### src/rtl/bure_if_stage.sv
// bure_if_stage: RV32 fetch stage with credit-limited in-order requests, an instruction FIFO,
// and PC redirect that flushes the buffer and drops stale in-flight responses.
module bure_if_stage #(
  parameter int ADDR_WIDTH = 32,
  parameter int INSTR_WIDTH = 32,
  parameter logic [ADDR_WIDTH-1:0] RESET_PC = '0,
  parameter int FIFO_DEPTH = 2
) (
  input  logic                   clk,
  input  logic                   rst,
  input  logic                   prst,
  input  logic [ADDR_WIDTH-1:0]  new_pc,
  output logic                   imem_req_valid,
  input  logic                   imem_req_ready,
  output logic [ADDR_WIDTH-1:0]  imem_req_addr,
  input  logic                   imem_rsp_valid,
  input  logic [INSTR_WIDTH-1:0] imem_rsp_data,
  output logic                   instr_valid,
  output logic [INSTR_WIDTH-1:0] instr,
  output logic [ADDR_WIDTH-1:0]  instr_pc,
  input  logic                   instr_ready
);
  localparam int PW = $clog2(FIFO_DEPTH);
  localparam int CW = PW + 1;
  localparam logic [ADDR_WIDTH-1:0] ALIGN = ~ADDR_WIDTH'(3);
  logic [INSTR_WIDTH-1:0] r_data [FIFO_DEPTH];
  logic [ADDR_WIDTH-1:0]  r_dpc  [FIFO_DEPTH];
  logic [ADDR_WIDTH-1:0]  r_tag  [FIFO_DEPTH];
  logic [ADDR_WIDTH-1:0]  r_pc;
  logic [CW-1:0] r_wp, r_rp, r_tw, r_tr, r_out, r_drop;
  logic [CW-1:0] w_cnt;
  logic [CW:0]   w_used;
  logic w_accept, w_push, w_pop, w_empty;
  assign w_cnt = r_wp - r_rp;
  assign w_used = {1'b0, r_out} + {1'b0, w_cnt};
  assign w_empty = w_cnt == '0;
  // Buffered plus in-flight words never exceed the FIFO, so every response has a slot.
  assign imem_req_valid = !prst && !rst && w_used < (CW+1)'(FIFO_DEPTH);
  assign imem_req_addr = r_pc;
  assign w_accept = imem_req_valid && imem_req_ready;
  assign w_push = imem_rsp_valid && !prst && r_drop == '0;
  assign w_pop = instr_valid && instr_ready && !prst;
  assign instr_valid = !w_empty;
  assign instr = w_empty ? '0 : r_data[r_rp[PW-1:0]];
  assign instr_pc = w_empty ? '0 : r_dpc[r_rp[PW-1:0]];
  always_ff @(posedge clk) begin
    if (w_accept) r_tag[r_tw[PW-1:0]] <= r_pc;
    if (w_push) begin
      r_data[r_wp[PW-1:0]] <= imem_rsp_data;
      r_dpc[r_wp[PW-1:0]] <= r_tag[r_tr[PW-1:0]];
    end
  end
  always_ff @(posedge clk) begin
    if (rst) begin
      r_pc <= RESET_PC & ALIGN;
      r_wp <= '0;
      r_rp <= '0;
      r_tw <= '0;
      r_tr <= '0;
      r_out <= '0;
      r_drop <= '0;
    end else begin
      r_out <= r_out + CW'(w_accept) - CW'(imem_rsp_valid);
      r_tw <= r_tw + CW'(w_accept);
      r_tr <= r_tr + CW'(imem_rsp_valid);
      r_wp <= r_wp + CW'(w_push);
      if (prst) begin
        r_pc <= new_pc & ALIGN;
        r_rp <= r_wp;
        r_drop <= r_out - CW'(imem_rsp_valid);
      end else begin
        r_pc <= w_accept ? r_pc + ADDR_WIDTH'(4) : r_pc;
        r_rp <= r_rp + CW'(w_pop);
        r_drop <= r_drop - CW'(imem_rsp_valid && r_drop != '0);
      end
    end
  end
  a_rsp_outstanding: assert property (@(posedge clk) disable iff (rst) imem_rsp_valid |-> r_out != '0);
  a_no_overflow: assert property (@(posedge clk) disable iff (rst) w_push |-> w_cnt != CW'(FIFO_DEPTH));
  a_addr_aligned: assert property (@(posedge clk) disable iff (rst) imem_req_addr[1:0] == 2'b00);
endmodule

### config.mk
export PLATFORM = sky130hd
export DESIGN_NAME = bure_if_stage
export DESIGN_NICKNAME = d
export VERILOG_FILES = /design/src/rtl/bure_if_stage.sv
export SDC_FILE = /design/constraint.sdc
export NUM_CORES = 1
export LEC_CHECK = 0
export ABC_AREA = 1
export ABC_CLOCK_PERIOD_IN_PS = 7500
export CORE_UTILIZATION = 41
export CTS_CLUSTER_DIAMETER = 30
export DETAILED_ROUTE_END_ITERATION = 6
export HOLD_SLACK_MARGIN = 0.03
export PLACE_DENSITY = 0.61
export REMOVE_ABC_BUFFERS = 1
export SLEW_MARGIN = 25
export SYNTH_ARGS = -nofsm -noshare
export SYNTH_HDL_FRONTEND = slang
export SYNTH_SLANG_ARGS = --single-unit
### constraint.sdc
create_clock -name clk -period 7.5 [get_ports clk]
set_clock_uncertainty 0.05 [all_clocks]
set_input_delay 2.25 -clock clk [delete_from_list [all_inputs] [get_ports clk]]
set_output_delay 2.25 -clock clk [all_outputs]
set_load 0.01 [all_outputs]
==> flow_metrics.tcl, run 1 <==
set metrics [dict create \
    slew-limit-headroom 0.341 \
    crit_required_ns 5.20 \
    grt_max_degree 65 \
    timing.fmax_mhz 171 \
    maxSlewViolCount 0 \
    ys_seq_area_frac 0.636 \
    ys_seq_elements 224 \
    worstSetupEndpointType "primary output" \
    ioPinCount 168 \
    avgSynthCellArea_um2 11.5 \
    coreArea_um2 23600 \
    ant_nets 0 \
    first_pass_iters 5 \
    area.sequential_um2 6330 \
    cts_resized 0 \
    start_kind "input pin" \
    vias_per_cell 4.70 \
    setup_viol 0 \
    tritoncts "built" \
    cpMaxStageDelayCell "clkdlybuf4s50_1" \
    multi_input_area_um2 2960 \
    finalSetupTns_ns 0 \
    cts_setup_buffers 0 \
    crit_chain "clkdlybuf4s50_1 > nor2_4 > nand3_1 > inv_1 > clkdlybuf4s50_1" \
    dp_hpwl_um 13100 \
    synthCells 865 \
    cpLargestDelayFamily "buffers and inverters" \
    post_drt_wl_per_cell_um 15.5 \
    htree_num_levels 2 \
    clkTransAtPathRegs_ns 0.05 \
    routed_wl_um 21800 \
    grt_usage 0.176 \
    diodes 0 \
    critPathKind "in2out" \
    grt_pass1_vias 6601 \
    async_flop_share 0 \
    rows 56 \
    cts_buffer_depth 3 \
    max-cap-violations 0 \
    powerDensity_nw_per_um2 297 \
    synthToLayoutAreaGrowth_pct 35.6 \
    tightest_slew_ns 0.988 \
    fin_crit_ns 5.86 \
    initial_core_util 0.422 \
    synth_top_area_frac 0.555 \
    die_h_um 158 \
    fin_crit_sh 0.781 \
    synth.distinct_cells 34 \
    numCtsBuffers 48 \
    min_path_type "reg2reg" \
    status "finished, final reports clean" \
    worst_hold_slack_ns 0.473 \
    hold_viol_final 0 \
    worst_path_largest_cell_delay_ns 0.52 \
    netlist_area_um2 9950 \
    synth.area.top_cells "edfxtp_1 (56%), mux2_2 (10%), dfxtp_1 (8.0%)" \
    cts_sinks 224 \
    ys_warn_count 0 \
    cpMostUsedCell "clkdlybuf4s50_1" \
    arrival_ns 3.56 \
    synth_edf_count 184 \
    synth_ff_type "edfxtp_1" \
    portBuffers 161 \
    drc 0 \
    drt_iter0_drc 292 \
    gr-total-overflow 0 \
    dieArea_um2 24900 \
    gp_congestion 0.815 \
    die_x_um 158 \
    grt_pass1_wl_um 33600 \
    antenna_found_initial 0 \
    synth_area_leader_cell "edfxtp_1" \
    vdd.ir_drop.worst_v 0.000144 \
    yosysMostFrequentCell "edfxtp_1" \
    vias 6626 \
    layout-drive-gt1-share 0.189 \
    path_max_fanout 2 \
    fillerInstances 2057 \
    critical_path_buf_inv_count 3 \
    p_leak_nw 5.19 \
    cts_hold_buf 0 \
    synth_commonest_cells "edfxtp_1 (184), nand2_1 (179), inv_1 (129)" \
    rsz0062_at_grt "false" \
    clk_latency_ns 0.52 \
    clockRootBuffer "clkbuf_16" \
    fin_nets 1136 \
]
## power breakdown
group          internal [mW]  switching (mW)
Combinational          0.235           0.233
Clock                   1.44           0.643
Sequential              1.41          0.0381
Total                   3.09           0.914
## cell type report
cell class / instances / share of cell area
flip-flops and latches: 224 / 0.469
multi-input cells: 480 / 0.219
inverters: 132 / 0.0367
clock inverters: 28 / 0.0241
repair buffers: 168 / 0.124
well taps: 319 / 0.0296
clock buffers: 59 / 0.0974
## layer usage
layer	GRT usage	share of wire	vias up
li1	-	-	3284
met1	0.212	0.43	3110
met2	0.303	0.49	201
met3	0.0416	0.056	31
met4	0.0717	0.024	0
met5	0	0	-
## path summary, 6_finish.rpt
path | slack, ns | to | from | cells after the start
worst max-delay path | 1.64 | imem_req_valid | prst | 5
worst min-delay path | 0.47 | r_tag[0][31]$_DFFE_PP_ | imem_req_addr[31]$_SDFFE_PP0P_ | 0
worst max register to register | 3.92 | r_tag[0][7]$_DFFE_PP_ | r_wp[0]$_SDFF_PP0_ | 10
worst min register to register | 0.47 | r_tag[0][31]$_DFFE_PP_ | imem_req_addr[31]$_SDFFE_PP0P_ | 0
## state kept, by name (all words and copies together), names as in the netlist
signal and count:
r_wp 2, r_dpc 60, imem_req_addr 30, r_tr 1, r_data 64, r_drop 2
r_tag 60, r_out 2, r_rp 2, r_tw 1
## cells by family (layout without fill, tap and decap cells)
| family | count (synthesis) | after routing | synth area share |
|---|---|---|---|
| compound gates | 67 | 67 | 0.0349 |
| xor+xnor | 10 | 10 | 0.00880 |
| fa+ha+maj | 12 | 12 | 0.0158 |
| buf+inv | 164 | 387 | 0.0710 |
| flops | 224 | 224 | 0.636 |
| mux | 92 | 92 | 0.104 |
| other cells | 1 | 4 | 0.000377 |
| simple gates | 295 | 295 | 0.129 |
## stage by stage
step	setup WS [ns]	area (µm²)	cells	power, mW	utilization
CTS	1.62	13500	1409	4.05	0.571
detailed placement	1.62	11800	1322	1.95	0.501
global route	1.59	13500	1410	4.15	0.572
global placement	1.63	11800	1322	1.94	0.501
floorplan	2.23	9750	836	1.69	-
finish	1.64	13500	1410	4.00	0.572
## placed cells by master (no fill, tap or decap), types with 2 or more instances in the layout
cell	count
inv_1	129
ha_4	2
clkbuf_16	50
and2_1	2
bufinv_16	6
xnor2_1	6
mux2_2	92
nand3_1	41
buf_4	6
conb_1	4
clkinv_2	5
nand3b_1	2
clkbuf_1	6
a21oi_1	26
nand2_2	12
edfxtp_1	184
dfxtp_1	39
clkinvlp_4	9
inv_6	2
ha_1	9
o21ai_0	33
clkdlybuf4s50_1	161
clkbuf_8	3
inv_2	2
xor2_1	4
nor2_4	4
a31oi_1	7
nor2_1	44
nand2_1	179
nor2_2	6
clkinv_1	6
Note: power is estimated with default switching activity, not from simulation.
==> inputs of run 2 (changes only) <==
--- a/config.mk
+++ b/config.mk
@@ -6,12 +6,12 @@
 export NUM_CORES = 1
 export LEC_CHECK = 0
 export ABC_AREA = 1
-export ABC_CLOCK_PERIOD_IN_PS = 7500
+export ABC_CLOCK_PERIOD_IN_PS = 5300
 export CORE_UTILIZATION = 41
 export CTS_CLUSTER_DIAMETER = 30
 export DETAILED_ROUTE_END_ITERATION = 6
 export HOLD_SLACK_MARGIN = 0.03
-export PLACE_DENSITY = 0.61
+export PLACE_DENSITY = 0.64
 export REMOVE_ABC_BUFFERS = 1
 export SLEW_MARGIN = 25
 export SYNTH_ARGS = -nofsm -noshare
==> constraint.sdc (replaced) <==
create_clock -name clk -period 5.3 [get_ports clk]
set_clock_uncertainty 0.05 [all_clocks]
set_input_delay 1.59 -clock clk [delete_from_list [all_inputs] [get_ports clk]]
set_output_delay 1.59 -clock clk [all_outputs]
set_load 0.01 [all_outputs]
==> run 2 against run 1 <==
Sequential power is 41% higher. Highest routed layer unchanged. Critical endpoint is now instr_pc[17]. Routed wire length up 0.23%. Largest power group unchanged. Die area is the same. Clock power rose by 35%. Register-to-register slack worse by 1.8 ns. Combinational power increased by 42%.
==> flow_metrics.tcl, run 2 (synthesized netlist as in run 1, its figures left out) <==
set metrics [dict create \
    ant_nets 0 \
    crit_required_ns 3.66 \
    grt_max_degree 65 \
    critPathKind "reg2out" \
    layout-drive-gt1-share 0.186 \
    p_sw_frac 0.228 \
    start_kind "flop" \
    grt_usage 0.179 \
    dr_wl_met3_um 1430 \
    powerDensity_nw_per_um2 411 \
    max-cap-violations 0 \
    fin_nets 1139 \
    routed_wl_um 21900 \
    path_max_fanout 64 \
    die_h_um 158 \
    post_layout_nonfiller_instances 1413 \
    m1WireLength_um 9190 \
    ioPinCount 168 \
    clk_latency_ns 0.53 \
    slew-limit-headroom 0.339 \
    vias 6695 \
    pre_cts_slack_ns 0.749 \
    rsz0062_at_grt "false" \
    grt_pass1_wl_um 33600 \
    final_common_cell "edfxtp_1" \
    vias_per_cell 4.74 \
    maxSlewViolCount 0 \
    clkTransAtPathRegs_ns 0.04 \
    cts_setup_buffers 0 \
    numCtsBuffers 48 \
    diodes 0 \
    fin_crit_ns 4.55 \
    clkPwrFrac 0.509 \
    setup_viol 0 \
    cts_buffer_depth 3 \
    tightest_slew_ns 0.992 \
    setup_slack_ns 0.753 \
    p_leak_nw 5.18 \
    fillerInstances 2049 \
    drt_iter0_drc 359 \
    status "finished, final reports clean" \
    arrival_ns 2.91 \
    cts_hold_buf 0 \
    reg2reg_slack_ns 2.09 \
    dp_hpwl_um 13600 \
    grt_pass1_vias 6486 \
    gr-total-overflow 0 \
    vdd.ir_drop.worst_v 0.000224 \
    largest_reg_flops 64 \
    die_x_um 158 \
    antenna_found_initial 0 \
    place_inst 1326 \
    intPower_mw 4.27 \
    gp_congestion 0.805 \
    initial_core_util 0.422 \
    final_cell_mix "edfxtp_1 (184), nand2_1 (179), clkdlybuf4s50_1 (161), inv_1 (129), mux2_2 (92)" \
    power.switching_mw 1.26 \
    fin_crit_sh 0.858 \
    coreArea_um2 23600 \
    routed.top_layer "met4" \
    worstSetupEndpointType "primary output" \
    wl_met2_um 10700 \
    timing.fmax_mhz 220 \
    dieArea_um2 24900 \
    htree_num_levels 2 \
    clockRootBuffer "clkbuf_16" \
    tritoncts "built" \
    hold_viol_final 0 \
    portBuffers 161 \
    p_seq_frac 0.371 \
    finalSetupTns_ns 0 \
    rows 56 \
    power.total_mw 5.53 \
    cts_sinks 224 \
    first_pass_iters 5 \
    synthToLayoutAreaGrowth_pct 35.0 \
    drc 0 \
    min_path_type "reg2reg" \
    post_drt_wl_per_cell_um 15.5 \
    pwr-share-comb 0.120 \
    cts_resized 0 \
]
==> run 2: per-layer routing <==
metal	vias up	track usage
met1	3158	0.213
met4	0	0.0740
met2	199	0.310
met3	48	0.0438
met5	-	0
li1	3290	-
==> run 2: per-stage QoR <==
stage	hold WS [ns]	utilization	instance area (µm²)
3_3_place_gp	0.471	0.503	11900
6_report	0.483	0.569	13400
5_1_grt	0.491	0.569	13400
2_1_floorplan	0.432	-	9750
3_5_place_dp	0.479	0.503	11900
4_1_cts	0.486	0.569	13400
==> run 2: final timing paths <==
kind                            startpoint                            end  cells past startpoint
max                     r_wp[0]$_SDFF_PP0_                   instr_pc[17]                      6
min reg2reg  imem_req_addr[2]$_SDFFE_PP0P_          r_tag[0][2]$_DFFE_PP_                      0
min          imem_req_addr[2]$_SDFFE_PP0P_          r_tag[0][2]$_DFFE_PP_                      0
max reg2reg             r_wp[0]$_SDFF_PP0_  imem_req_addr[6]$_SDFFE_PP0P_                     13
==> run 2: cell type report <==
cell class	instances	area (µm²)	share of cell area
flip-flops and latches	224	6330	0.471
multi-input cells	480	2960	0.220
repair buffers	171	1700	0.126
clock buffers	57	1280	0.0950
inverters	132	495	0.0369
well taps	319	399	0.0297
clock inverters	30	282	0.0209
==> run 2: power groups by stage <==
stage          Combinational [mW]  Sequential (mW)  Clock [mW]
3_3_place_gp                0.669             2.08           0
3_5_place_dp                0.677             2.08           0
4_1_cts                     0.681             2.05        2.86
5_1_grt                     0.738             2.06        2.94
2_1_floorplan               0.313             2.09           0
6_report                    0.665             2.05        2.81
==> run 2: worst max-delay path, stage by stage (launching register included) <==
cell and delay [ns]:
dfxtp_1 0.36, inv_1 0.12, ha_1 0.36, nand3_4 0.67, nand2_1 0.29, inv_1 0.06, clkdlybuf4s50_1 0.49
